## src/rtl/paicore_axis_pkg.sv

```systemverilog
// Shared definitions for the PAICORE AXI-Stream blocks: default widths,
// frame receiver state encoding and a saturating beat counter helper.
package paicore_axis_pkg;

  localparam int DATA_W_DEF = 64;
  localparam int CNT_W_DEF  = 16;

  typedef enum logic [1:0] {
    IDLE    = 2'd0,
    RUN     = 2'd1,
    DISCARD = 2'd2
  } frame_state_e;

  function automatic logic [31:0] sat_inc32(input logic [31:0] v);
    return (v == 32'hFFFF_FFFF) ? v : v + 32'd1;
  endfunction

endpackage

```

## src/rtl/axis_skid_buf.sv

```systemverilog
// Two-entry register slice: 1-cycle push->pop latency, full rate when pop_rdy is held.
// push_rdy is a flop (skid empty), so there is no combinational path from pop_rdy.
module axis_skid_buf #(
  parameter int W = 65
) (
  input  logic         core_clk,
  input  logic         arst_n,
  input  logic [W-1:0] push_dat,
  input  logic         push_vld,
  output logic         push_rdy,
  output logic [W-1:0] pop_dat,
  output logic         pop_vld,
  input  logic         pop_rdy
);

  logic [W-1:0] skd_dat;
  logic         skd_vld;
  logic [W-1:0] pop_dat_n;
  logic [W-1:0] skd_dat_n;
  logic         pop_vld_n;
  logic         skd_vld_n;
  logic         push_acc;
  logic         out_free;

  assign push_acc = push_vld && push_rdy;
  assign out_free = !pop_vld || pop_rdy;

  always_comb begin
    pop_dat_n = pop_dat;
    pop_vld_n = pop_vld;
    skd_dat_n = skd_dat;
    skd_vld_n = skd_vld;
    if (out_free) begin
      if (skd_vld) begin
        // Oldest beat lives in the skid; it must leave first to keep order.
        pop_dat_n = skd_dat;
        pop_vld_n = 1'b1;
        skd_vld_n = 1'b0;
        if (push_acc) begin
          skd_dat_n = push_dat;
          skd_vld_n = 1'b1;
        end
      end else if (push_acc) begin
        pop_dat_n = push_dat;
        pop_vld_n = 1'b1;
      end else begin
        pop_vld_n = 1'b0;
      end
    end else if (push_acc) begin
      skd_dat_n = push_dat;
      skd_vld_n = 1'b1;
    end
  end

  always_ff @(posedge core_clk or negedge arst_n) begin
    if (!arst_n) begin
      pop_dat  <= '0;
      pop_vld  <= 1'b0;
      skd_dat  <= '0;
      skd_vld  <= 1'b0;
      push_rdy <= 1'b0;
    end else begin
      pop_dat  <= pop_dat_n;
      pop_vld  <= pop_vld_n;
      skd_dat  <= skd_dat_n;
      skd_vld  <= skd_vld_n;
      push_rdy <= !skd_vld_n;
    end
  end

endmodule

```

## src/rtl/axis_frame_recv.sv

```systemverilog
// Receives tlast-delimited frames, forwards up to max_len beats (tlast forced at the cap)
// and drops the remainder; 1-cycle latency via the skid buffer, s_axis_tready low only while it is full.
module axis_frame_recv
  import paicore_axis_pkg::*;
#(
  parameter int DATA_W = DATA_W_DEF,
  parameter int CNT_W  = CNT_W_DEF
) (
  input  logic              s_axis_aclk,
  input  logic              s_axis_aresetn,
  input  logic [31:0]       max_len,
  input  logic [DATA_W-1:0] s_axis_tdata,
  input  logic              s_axis_tlast,
  input  logic              s_axis_tvalid,
  output logic              s_axis_tready,
  output logic [DATA_W-1:0] m_axis_tdata,
  output logic              m_axis_tlast,
  output logic              m_axis_tvalid,
  input  logic              m_axis_tready,
  output logic [31:0]       beat_cnt,
  output logic [31:0]       last_len,
  output logic [CNT_W-1:0]  frame_cnt,
  output logic [CNT_W-1:0]  ovf_cnt,
  output logic              frame_done,
  output logic              ovf,
  output logic              busy
);

  localparam int SW = DATA_W + 1;

  frame_state_e state;
  frame_state_e state_n;

  logic [31:0] cap;
  logic [31:0] cap_eff;
  logic [31:0] beat_nxt;
  logic        acc;
  logic        at_cap;
  logic        fwd;
  logic        push_last;
  logic        ovf_hit;
  logic        ovf_armed;
  logic        skid_push_rdy;
  logic [SW-1:0] skid_pop_dat;

  assign acc = s_axis_tvalid && s_axis_tready;

  // The cap is latched on the first beat, so in IDLE the live max_len applies.
  assign cap_eff  = (state == IDLE) ? max_len : cap;
  assign beat_nxt = (state == IDLE) ? 32'd1 : sat_inc32(beat_cnt);
  assign at_cap   = (cap_eff != 32'd0) && (beat_nxt == cap_eff);

  always_ff @(posedge s_axis_aclk or negedge s_axis_aresetn) begin
    if (!s_axis_aresetn) begin
      state <= IDLE;
    end else begin
      state <= state_n;
    end
  end

  always_comb begin
    state_n = state;
    if (acc) begin
      if (s_axis_tlast) begin
        state_n = IDLE;
      end else begin
        case (state)
          IDLE, RUN: state_n = at_cap ? DISCARD : RUN;
          DISCARD:   state_n = DISCARD;
          default:   state_n = IDLE;
        endcase
      end
    end
  end

  always_comb begin
    fwd       = 1'b0;
    push_last = 1'b0;
    ovf_hit   = 1'b0;
    case (state)
      IDLE, RUN: begin
        fwd       = acc;
        push_last = s_axis_tlast || at_cap;
      end
      DISCARD: begin
        ovf_hit = acc && ovf_armed;
      end
      default: begin
        fwd = 1'b0;
      end
    endcase
  end

  assign busy = (state != IDLE);

  always_ff @(posedge s_axis_aclk or negedge s_axis_aresetn) begin
    if (!s_axis_aresetn) begin
      cap        <= '0;
      beat_cnt   <= '0;
      last_len   <= '0;
      frame_cnt  <= '0;
      ovf_cnt    <= '0;
      frame_done <= 1'b0;
      ovf        <= 1'b0;
      ovf_armed  <= 1'b0;
    end else begin
      frame_done <= acc && s_axis_tlast;
      ovf        <= ovf_hit;
      if (acc) begin
        if (state == IDLE) begin
          cap <= max_len;
        end
        if (s_axis_tlast) begin
          last_len  <= beat_nxt;
          beat_cnt  <= '0;
          frame_cnt <= frame_cnt + CNT_W'(1);
        end else begin
          beat_cnt <= beat_nxt;
        end
      end
      if (ovf_hit) begin
        ovf_cnt <= ovf_cnt + CNT_W'(1);
      end
      // Armed by a capped beat without tlast; the next accepted beat is the first drop.
      if (acc && (state != DISCARD) && at_cap && !s_axis_tlast) begin
        ovf_armed <= 1'b1;
      end else if (ovf_hit || (acc && s_axis_tlast)) begin
        ovf_armed <= 1'b0;
      end
    end
  end

  axis_skid_buf #(
    .W (SW)
  ) u_skid (
    .core_clk (s_axis_aclk),
    .arst_n   (s_axis_aresetn),
    .push_dat ({push_last, s_axis_tdata}),
    .push_vld (fwd),
    .push_rdy (skid_push_rdy),
    .pop_dat  (skid_pop_dat),
    .pop_vld  (m_axis_tvalid),
    .pop_rdy  (m_axis_tready)
  );

  // Discarded beats never enter the skid, but still wait for room to keep one ready flop.
  assign s_axis_tready = skid_push_rdy;
  assign m_axis_tdata  = skid_pop_dat[DATA_W-1:0];
  assign m_axis_tlast  = skid_pop_dat[DATA_W];

endmodule

```

## config.mk

```make
export PLATFORM = sky130hd
export DESIGN_NAME = axis_frame_recv
export DESIGN_NICKNAME = d
export VERILOG_FILES = /design/src/rtl/paicore_axis_pkg.sv /design/src/rtl/axis_skid_buf.sv /design/src/rtl/axis_frame_recv.sv
export SDC_FILE = /design/constraint.sdc
export NUM_CORES = 1
export LEC_CHECK = 0
export ABC_AREA = 1
export BUFFER_PORTS_ARGS = -buffer_cell sky130_fd_sc_hd__buf_2
export CORE_MARGIN = 2
export CORE_UTILIZATION = 56
export CTS_CLUSTER_SIZE = 28
export DETAILED_ROUTE_END_ITERATION = 8
export GPL_TIMING_DRIVEN = 0
export PLACE_DENSITY = 0.78
export SYNTH_ARGS = -nofsm -noshare
export SYNTH_HDL_FRONTEND = slang
export SYNTH_HIERARCHICAL = 1
export SYNTH_SLANG_ARGS = --single-unit
```

## constraint.sdc

```tcl
create_clock -name s_axis_aclk -period 3.4 [get_ports s_axis_aclk]
set_clock_uncertainty 0.15 [all_clocks]
set_input_delay 0.17 -clock s_axis_aclk [delete_from_list [all_inputs] [get_ports s_axis_aclk]]
set_output_delay 0.17 -clock s_axis_aclk [all_outputs]
set_load 0.1 [all_outputs]
```

==> impl_metrics.toml <==
[global_routing]
grt_max_degree = 124
antenna_found_initial = 2
grt_pass1_vias = 13760
grt.total_usage = 0.345
grt_pass1_wl_microns = 71100
gr-total-overflow = 0

[floorplanning]
fp.dieH_microns = 160
fp.dieW_microns = 160
num_rows = 57
ioPinCount = 267
core_region_area_sq_um = 24200
initial_core_util = 0.566
die_area_sq_um = 25700

[placement]
dpl.hpwl_microns = 31600
port_buffers = 266
place_ws_ns = -0.270
placed_cell_area_sq_um = 15500
gp_congestion = 0.941
dp.cells = 2454

[power]
power.internal_w = 0.00786
clkPwrFrac = 0.201
p_per_area_nw_per_um2 = 943
switchingPower_w = 0.00851
switching_share = 0.520
p_leak_nw = 9.48
p_comb_frac = 0.507
peakVddDrop_v = 0.00104
p_seq_frac = 0.292

[synthesis]
yosysWarnings = 6
synth-simple-area-share = 0.366
synthesis.nets = 1966
synth_top_family_by_area = "simple AND/OR/NAND/NOR gates"
synth_compound_area_frac = 0.0529
synth_xor_area_frac = 0.0216
syn_inst = 1862
ys_seq_area_frac = 0.487
muxShareOfSynthArea = 0
ys_ff_latch = 266
synth_cell_type_count = 37
synth_area_per_cell_sq_um = 7.35
synthAdderAreaFrac = 0.00274
syn_area_sq_um = 13700

[setup_path]
cp-end-kind = "flip-flop"
crit_chain = "ha_4 -> inv_2 -> nor2_4 -> nand2_4 -> nor2_8 -> nand2_4 -> buf_6 -> nand3_1 -> nand2_2 -> nand2_2 -> nor3b_1 -> nand3_1 -> nor2_1 -> nand2_2 -> a21oi_4 -> nand2_1 -> nand2_1 -> nand3_1 -> nand2_1"
cp.required_ns = 3.74
crit_buf_inv = 2
critPathTopFamily = "simple AND/OR/NAND/NOR gates"
critPathMaxStageDelay_ns = 0.46
crit_fanout = 10
crit_path_top_delay_cell = "dfrtp_2"
arrival_ns = 3.63
path_class = "flip-flop to flip-flop"
startpoint_type = "flip-flop"

[finish]
stdcell_count = 2594
multiInputGateArea_sq_um = 6090
area.growth.synth_to_final_pct = 27.0
drive_gt1_frac = 0.184
final_cell_mix = "823 x nand2_1, 305 x buf_2, 264 x dfrtp_1, 216 x nand3_1, 131 x inv_1"
final_area_sq_um = 17400
nFillCells = 1938
nNetsFinal = 2351
final_common_cell = "nand2_1"
regArea_sq_um = 6660

[drt]
ant_nets = 0
first_iter_violations = 1325
via_per_inst = 5.45
drc = 0
dr_total_vias = 14139
totalWireLength_microns = 44600
wl_per_cell_microns = 17.2
dr.pass1.iters = 9

[sta]
post-route-min-period_ns = 3.29
whs_ns = -0.0000159
hold_viol_final = 1
tns_ns = 0
maxSlewHeadroom = 0.532
tightest_slew_ns = 0.695
fmaxAchievable_mhz = 304
setup_violations = 0
drv_slew = 0
fin_crit_sh = 0.968
fin_ws_ns = 0.110

[cts]
clk_pin_slew_ns = 0.06
cts_sinks = 266
cts-buffers-inserted = 28
cts_max_level = 1
clock-root-buffer = "clkbuf_16"
cts_tree = "built"
clk_path_buf_depth = 3
clk_latency_ns = 0.56

[status]
violations = "hold timing"
status = "finished with violations"

[flow_run]
max-cap-violations = 0

[worst_hold_path]
hold_path_class = "primary input to async pin"
==> kinds of logic after synthesis <==
kind of cell / count (synthesis)
buf+inv: 228
simple gates: 1199
flops: 266
fa+ha+maj: 3
compound gates: 134
xor+xnor: 32
==> per-layer routing <==
| layer | track usage | up-vias | share of wire |
|---|---|---|---|
| li1 | - | 6665 | - |
| met1 | 0.444 | 6616 | 0.40 |
| met2 | 0.566 | 697 | 0.47 |
| met3 | 0.0649 | 161 | 0.079 |
| met4 | 0.166 | 0 | 0.048 |
| met5 | 0 | - | 0 |
==> Yosys cell counts (all sizes together) <==
library cell,count,area (sq um)
and3,1,6.26
nor2b,1,6.26
xor2,18,158
inv,136,510
clkbuf,33,124
ha,3,37.5
nor3b,2,15.0
o21ba,1,10.0
o21ai,97,493
nand3b,5,37.5
nand3,221,1130
nand4,19,125
or2,1,8.76
nor2,107,450
nor3,5,36.3
nand2,837,3190
buf,59,328
a21oi,7,38.8
xnor2,14,138
dfrtp,266,6660
o22ai,29,181
==> power by group through the flow <==
stage | clock [W] | combinational [W] | sequential [W]
global placement | 0 | 0.00791 | 0.00475
detailed placement | 0 | 0.00805 | 0.00477
finish | 0.00329 | 0.00831 | 0.00478
CTS | 0.00332 | 0.00816 | 0.00475
global route | 0.00346 | 0.00892 | 0.00487
floorplan | 0 | 0.00317 | 0.00778
==> final timing paths <==
check / startpoint / end / slack [ns] / cells after the start
worst max-delay path: beat_cnt[0] / u_skid/pop_dat[64] / 0.11 / 19
worst min-delay path: s_axis_aresetn / beat_cnt[25] / -0.00002 / 2
worst max register to register: beat_cnt[0] / u_skid/pop_dat[64] / 0.11 / 19
worst min register to register: u_skid/pop_dat[2] / u_skid/pop_dat[2] / 0.33 / 2
max in group asynchronous: s_axis_aresetn / u_skid/skd_dat[32] / 1.72 / 4
min in group s_axis_aclk: max_len[13] / cap[13] / 0.02 / 5
==> repair_timing <==
item,CTS,global route
endpoints found under the setup margin,2,2
hold endpoints to repair,299,0
setup buffers,0,1
hold buffers,86,0
cloned,0,0
resized for setup,3,7
==> per-stage QoR <==
stage	util	power (W)
6_report	0.719	0.0164
5_1_grt	0.718	0.0172
4_1_cts	0.717	0.0162
3_5_place_dp	0.640	0.0128
3_3_place_gp	0.638	0.0127
2_1_floorplan	-	0.0110
==> area by class of cell <==
class | count | share of cell area
flip-flops and latches | 266 | 0.383
repair buffers | 355 | 0.130
well taps | 324 | 0.0233
clock buffers | 33 | 0.0431
clock inverters | 18 | 0.0137
multi-input cells | 1368 | 0.350
diodes | 2 | 0.000288
inverters | 136 | 0.0294
plain buffers | 92 | 0.0261
==> state kept, by name, summed over array words and instances (netlist names), 2 cells and up <==
name,count
last_len,32
u_skid/skd_dat,65
frame_cnt,16
beat_cnt,32
u_skid/pop_dat,65
cap,32
ovf_cnt,16
state,2
(Power assumes the default switching activity.)
